`src/rtl/seg_scan_decoder.sv`:
```
// Receive-side monitor for a multiplexed active-low seven-segment scan: filters
// ghosting, decodes each digit to hex and publishes a coherent 4-digit frame.
module seg_scan_decoder #(
    parameter int STABLE_CYCLES  = 16,
    parameter int TIMEOUT_CYCLES = 1000000
) (
    input  logic        clk,
    input  logic        rst,
    input  logic [3:0]  anode,
    input  logic [6:0]  cathode,
    output logic [15:0] digits,
    output logic [3:0]  blank,
    output logic [3:0]  invalid,
    output logic        frame_valid,
    output logic        scan_error,
    output logic        display_off
);

    localparam int              IW        = $clog2(TIMEOUT_CYCLES + 1);
    localparam logic [7:0]      STAB_MAX  = 8'(STABLE_CYCLES);
    localparam logic [7:0]      STAB_LAST = 8'(STABLE_CYCLES - 1);
    localparam logic [IW-1:0]   IDLE_MAX  = IW'(TIMEOUT_CYCLES);

    // {anode, cathode} through two sync stages, plus one more for change detect
    logic [10:0]    sync1_reg;
    logic [10:0]    sync2_reg;
    logic [10:0]    prev_reg;
    logic [7:0]     stab_reg;
    logic [15:0]    stage_digits_reg;
    logic [3:0]     stage_blank_reg;
    logic [3:0]     stage_invalid_reg;
    logic [3:0]     seen_reg;
    logic [IW-1:0]  idle_reg;
    logic [IW-1:0]  idle_next;

    logic [3:0]     an_low;
    logic           s_changed;
    logic           accept;
    logic           one_low;
    logic           multi_low;
    logic           capture;
    logic           publish;
    logic           timeout_hit;
    logic [5:0]     decoded;
    logic [3:0]     slot_hit;

    // Returns {blank, invalid, value}
    function automatic logic [5:0] decode_seg(input logic [6:0] seg);
        logic [5:0] r;
        r = 6'b010000;
        case (seg)
            7'h40: r = 6'h00;
            7'h79: r = 6'h01;
            7'h24: r = 6'h02;
            7'h30: r = 6'h03;
            7'h19: r = 6'h04;
            7'h12: r = 6'h05;
            7'h02: r = 6'h06;
            7'h78: r = 6'h07;
            7'h00: r = 6'h08;
            7'h10: r = 6'h09;
            7'h08: r = 6'h0A;
            7'h03: r = 6'h0B;
            7'h46: r = 6'h0C;
            7'h21: r = 6'h0D;
            7'h06: r = 6'h0E;
            7'h0E: r = 6'h0F;
            7'h7F: r = 6'b100000;
            default: r = 6'b010000;
        endcase
        return r;
    endfunction

    assign an_low      = ~sync2_reg[10:7];
    assign s_changed   = (sync2_reg != prev_reg);
    assign accept      = !s_changed && (stab_reg == STAB_LAST);
    assign one_low     = (an_low != 4'd0) && ((an_low & (an_low - 4'd1)) == 4'd0);
    assign multi_low   = (an_low != 4'd0) && !one_low;
    assign capture     = accept && one_low;
    assign publish     = (seen_reg == 4'hF);
    assign decoded     = decode_seg(sync2_reg[6:0]);

    assign idle_next   = capture ? '0 :
                         (idle_reg == IDLE_MAX) ? idle_reg : idle_reg + 1'b1;
    assign timeout_hit = (idle_next == IDLE_MAX);

    generate
        for (genvar gi = 0; gi < 4; gi++) begin : g_slot
            assign slot_hit[gi] = capture && an_low[gi];
        end
    endgenerate

    always_ff @(posedge clk or negedge rst) begin
        if (!rst) begin
            sync1_reg         <= '0;
            sync2_reg         <= '0;
            prev_reg          <= '0;
            stab_reg          <= '0;
            stage_digits_reg  <= '0;
            stage_blank_reg   <= '0;
            stage_invalid_reg <= '0;
            seen_reg          <= '0;
            idle_reg          <= '0;
            digits            <= '0;
            blank             <= '0;
            invalid           <= '0;
            frame_valid       <= 1'b0;
            scan_error        <= 1'b0;
            display_off       <= 1'b0;
        end else begin
            sync1_reg <= {anode, cathode};
            sync2_reg <= sync1_reg;
            prev_reg  <= sync2_reg;

            if (s_changed)
                stab_reg <= 8'd1;
            else if (stab_reg != STAB_MAX)
                stab_reg <= stab_reg + 8'd1;

            idle_reg    <= idle_next;
            display_off <= timeout_hit;
            scan_error  <= accept && multi_low;
            frame_valid <= publish;

            if (publish) begin
                digits  <= stage_digits_reg;
                blank   <= stage_blank_reg;
                invalid <= stage_invalid_reg;
            end

            // Clear first so a same-cycle capture starts the next frame
            if (publish || timeout_hit)
                seen_reg <= slot_hit;
            else
                seen_reg <= seen_reg | slot_hit;

            for (int i = 0; i < 4; i++) begin
                if (slot_hit[i]) begin
                    stage_digits_reg[4*i +: 4] <= decoded[3:0];
                    stage_invalid_reg[i]       <= decoded[4];
                    stage_blank_reg[i]         <= decoded[5];
                end
            end
        end
    end

endmodule

```
`config.mk`:
```
export PLATFORM = sky130hd
export DESIGN_NAME = seg_scan_decoder
export DESIGN_NICKNAME = d
export VERILOG_FILES = /design/src/rtl/seg_scan_decoder.sv
export SDC_FILE = /design/constraint.sdc
export NUM_CORES = 1
export LEC_CHECK = 0
export CAP_MARGIN = 0
export CELL_PAD_IN_SITES_DETAIL_PLACEMENT = 0
export CELL_PAD_IN_SITES_GLOBAL_PLACEMENT = 1
export CORE_MARGIN = 1.5
export CORE_UTILIZATION = 46
export DETAILED_ROUTE_END_ITERATION = 16
export PLACE_DENSITY_LB_ADDON = 0.1
export SYNTH_ARGS = -nofsm -noshare
export SYNTH_HDL_FRONTEND = slang
export SYNTH_SLANG_ARGS = --single-unit
```
`constraint.sdc`:
```
create_clock -name clk -period 2.75 [get_ports clk]
set_clock_uncertainty 0.1 [all_clocks]
set_input_delay 0.4125 -clock clk [delete_from_list [all_inputs] [get_ports clk]]
set_output_delay 0.4125 -clock clk [all_outputs]
set_load 0.02 [all_outputs]
```
# Word level (Yosys, flattened, before mapping)

Index checks and enable logic that the tools add are counted.

Flip-flop bits (word level): 116
Latch bits: 0
RAM bits: 0
Bits in read-only memories: 0
Input port bits: 13
Output and inout port bits: 27
Word-level logic and storage cells: 74
Memories kept: 0

Add/subtract/negate cells: 3
$mul: 0
Divide/modulo/power cells: 0
$lt $le $gt $ge: 0
Equal/unequal tests: 22
Shifts and indexed selects: 0
Multiplexer cells: 6
Bitwise gates (word level): 3
Reductions and logical operators: 16

Operators by type and width:

| kind                                                 | number |
|---|---|
| one-hot mux 6 bit (17 select lines)                  | 1 |
| equality test 20 bit (second input constant)         | 2 |
| two-way mux 20 bit                                   | 2 |
| equality test 7 bit (second input constant)          | 5 |
| equality test 7 x 5 -> 1 bit (second input constant) | 3 |
| equality test 7 x 6 -> 1 bit (second input constant) | 3 |
| adder 20 x 1 -> 20 bit (second input constant)       | 1 |
| two-way mux 8 bit                                    | 2 |
| equality test 7 x 2 -> 1 bit (second input constant) | 2 |
| equality test 7 x 4 -> 1 bit (second input constant) | 2 |
| != test 11 bit                                       | 1 |
| logical AND 1 bit                                    | 9 |
| adder 8 x 1 -> 8 bit (second input constant)         | 1 |
| equality test 8 x 4 -> 1 bit (second input constant) | 1 |
| != test 8 x 5 -> 1 bit (second input constant)       | 1 |
| equality test 7 x 3 -> 1 bit (second input constant) | 1 |
| zero test 7 bit                                      | 1 |
| AND 4 bit                                            | 1 |
| equality test 4 bit (second input constant)          | 1 |
| zero test 4 bit                                      | 1 |
| two-way mux 4 bit                                    | 1 |
| NOT 4 bit                                            | 1 |
| bitwise OR 4 bit                                     | 1 |
| nonzero test 4 bit                                   | 1 |
| 4 further kinds                                      | 5 |

# Longest topological paths before layout

Depth after elaboration: 10
Depth in mapped cells: 9
Gate-level depth less buffers: 9

# Least setup slack after synthesis

No wires, ideal clock.

Path type: flip-flop to flip-flop
Start point: reg idle_reg[11]
End point: reg seen_reg[0]
Setup time: 0.119 ns
Data arrival time: 2.156 ns
Required time: 2.531 ns
Setup slack: 0.375 ns
Stages on the path, launching flop included: 9
Buffers on the path: 1
Period minus slack after synthesis: 2.375 ns
Cells stage by stage: dfrtp_1 > buf_6 > nand2b_4 > or4_4 > nor4_4 > mux2i_1 > nor4_2 > and3_4 > o21ai_2

Cells in the longest elaborated chain, start to end: 6
Elaborated cells between the ends (all ways): 7
Classes of those cells: add/sub (1); eq/ne (2); mux (3); reduce/logical (1)

RTL lines:

| element                                                        | line | RTL |
|---|---|---|
| start, declared                                                | 33   | `logic [IW-1:0] idle_reg;` |
| start signal, assigned                                         | 120  | `idle_reg <= idle_next;` |
| adder 20 x 1 -> 20 bit or equality test 20 bit (tied branches) | 84   | `(idle_reg == IDLE_MAX) ? idle_reg : idle_reg + 1'b1;` |
| two-way mux 20 bit (*)                                         | 84   |  |
| two-way mux 20 bit (*)                                         | 83   | `assign idle_next = capture ? '0 :` |
| equality test 20 bit (*)                                       | 85   | `assign timeout_hit = (idle_next == IDLE_MAX);` |
| via timeout_hit                                                | 43   | `logic timeout_hit;` |
| logical OR 1 bit (*)                                           | 132  | `if (publish \|\| timeout_hit)` |
| two-way mux 4 bit (*)                                          | 132  |  |
| end signal, assigned                                           | 133  | `seen_reg <= slot_hit;` |
| end signal, assigned                                           | 135  | `seen_reg <= seen_reg \| slot_hit;` |
| end, declared                                                  | 32   | `logic [3:0] seen_reg;` |

The timed path passes the listed nets; every way through them passes the cells marked *.
A chain may end at the register's enable or synchronous reset.

# Final worst setup path

Start point: reg idle_reg[0]
End point: reg seen_reg[1]

The elaborated chain is that of the path after synthesis.

==> impl_metrics.toml <==
[outcome]
status = "finished clean"

[worst_setup_path]
arrival_ns = 2.85
cp.required_ns = 3.04
rrSetupSlack_ns = 0.19
cp-end-kind = "flip-flop"
critical_path_class = "flip-flop to flip-flop"
crit_fanout = 5
cp-start-kind = "flip-flop"

[synth]
synth-edff-count = 0
synthesis.area_mm2 = 0.00508
synth_area_leaders = "dfrtp_1 57%, nand2_1 8.5%, xor2_1 4.8%"
mappedNetlistNets = 515
yosysMostFrequentCell = "dfrtp_1"
synth-main-ff-cell = "dfrtp_1"
synth_top_area_cell = "dfrtp_1"
synth_cells = 498
synthTopCellsByCount = "116 x dfrtp_1, 115 x nand2_1, 53 x nor2_1"
ys_ff_latch = 116
post_synth.cell_area_avg_um2 = 10.2
synth_async_sr_flop_share_pct = 100
netlist.area_leader.share_pct = 57.1
ys.warnings.count = 0
synth_cell_type_count = 52
ys_seq_area_share_pct = 57.1

[timing]
rsz0062_at_grt = "no"
period_share_pct = 92.9
setup_viol = 0
max_clock_freq_mhz = 391
slew_headroom_pct = 65.8
min_period_ns = 2.56
slew_viol_final = 0
hold_viol = 0
finalSetupTns_ns = 0
tightest_slew_ns = 0.514

[layout]
antenna_cells = 0
postLayoutCoreUtil_pct = 57.7
fin_nets = 563
layout-drive-gt1-share_pct = 11.5
largest_reg_flops = 20
syn2layout_area_growth_pct = 22.4

[clock_network]
cts_resized = 0
root_buffer = "clkbuf_8"
cts_sinks = 116
clock_path_buffers = 2
tritoncts = "built"
path_clk_slew_ns = 0.05
post_cts_buffers = 0
cts_made_buffers = 17
clk_latency_ns = 0.52
cts-hold-fix-buffers = 1
cts.htree.levels = 4

[global_routing]
grt_max_degree = 46
antenna_found_initial = 0
grt.overflow.total = 0
grt_pass1_vias = 3349
grt_usage_pct = 18.5
grt_pass1_wl_um = 16300

[drt]
first_pass_iters = 5
ant_nets = 0
vias = 3498
wirelength_um = 9490
drcViolationCount = 0
wl_per_cell_um = 13.6
drt-vias-per-instance = 5.02
drtIter0Drc = 171

[worst_hold_path]
hold_class = "input port to flip-flop"

[die]
dieArea_mm2 = 0.0117
die_w_um = 108
die_y_um = 108
rows = 38
initial_utilization_pct = 47.1
ios = 40
core_area_mm2 = 0.0108

[placed_design]
gp_congestion = 0.848
hpwl_um = 6550
io_buffers = 39

[power]
p_per_area_mw_per_mm2 = 644
p_leak_nw = 2.86
ir_drop_mv = 0.479

[job]
drv_cap = 0
## through the flow
stage	worst slack [ns]	total power, mW	instance area [um^2]	hold WS, ns	std cells
floorplan	0.375	1.83	5080	0.0169	498
global route	0.0490	4.16	6220	0.209	697
detailed placement	0.200	1.91	5640	0.235	666
global placement	0.257	1.91	5640	0.233	666
CTS	0.163	4.06	6220	0.208	697
finish	0.194	4.01	6220	0.231	697
## metal layers
metal | vias up | share of wire (%) | global-route usage, %
li1 | 1754 | - | -
met1 | 1658 | 49 | 25.1
met2 | 72 | 45 | 28.0
met3 | 14 | 4.1 | 5.06
met4 | 0 | 1.3 | 7.89
met5 | - | 0 | 0
## layout make-up
type                       instances  area (um^2)
clock buffer                      20          445
clock inverter                    10          133
fill                             930         4570
inverter                           9         47.5
multi-input combinational        348         1990
sequential                       116         2900
tap                              140          175
timing repair buffer              54          528
## worst max-delay path: stages, from the launching register on
cell,delay (ns)
dfrtp_1,0.41
inv_1,0.13
ha_1,0.17
nand4b_1,0.10
or4_1,0.47
nor4_4,0.30
mux2i_1,0.14
nor4_2,0.27
and3_4,0.28
o21ai_2,0.07
## placed cells by master (no fill, tap or decap), drive strengths merged, types with 11 or more instances in the layout
master / instances
o21ai: 29
nor3: 12
clkdlybuf4s50: 38
nand4: 11
nand2: 115
buf: 15
clkbuf: 20
nor2: 54
xor2: 28
nand3: 13
xnor2: 14
dfrtp: 116
a21oi: 11
## where the power goes
part	switching [mW]	total (mW)	internal [mW]
Clock	0.721	2.13	1.41
Sequential	0.0247	1.76	1.73
Combinational	0.0682	0.119	0.0504
## final timing paths
check                                                  endpoint  depth (start not counted)              startpoint
min in group asynchronous       stage_digits_reg[2]$_DFFE_PN0P_                          2                     rst
worst min-delay path                     sync1_reg[0]$_DFF_PN0_                          1              cathode[0]
worst max-delay path                      seen_reg[1]$_DFF_PN0_                          9   idle_reg[0]$_DFF_PN0_
worst max register to register            seen_reg[1]$_DFF_PN0_                          9   idle_reg[0]$_DFF_PN0_
max in group asynchronous                 idle_reg[5]$_DFF_PN0_                          3                     rst
worst min register to register           sync2_reg[1]$_DFF_PN0_                          0  sync1_reg[1]$_DFF_PN0_
## kinds of logic (layout without fill, tap and decap cells)
family	count (synthesis)	in the layout	synth area share (%)
DFF	116	116	57.1
buffers and inverters	34	93	3.74
and+or+nand+nor	239	239	22.2
AOI/OAI and AO/OA	50	50	5.95
adders and majority gates	4	4	0.984
muxes	13	13	2.76
xor gates and xnor gates	42	42	7.23
No activity file was read; power rests on OpenSTA's default activity.
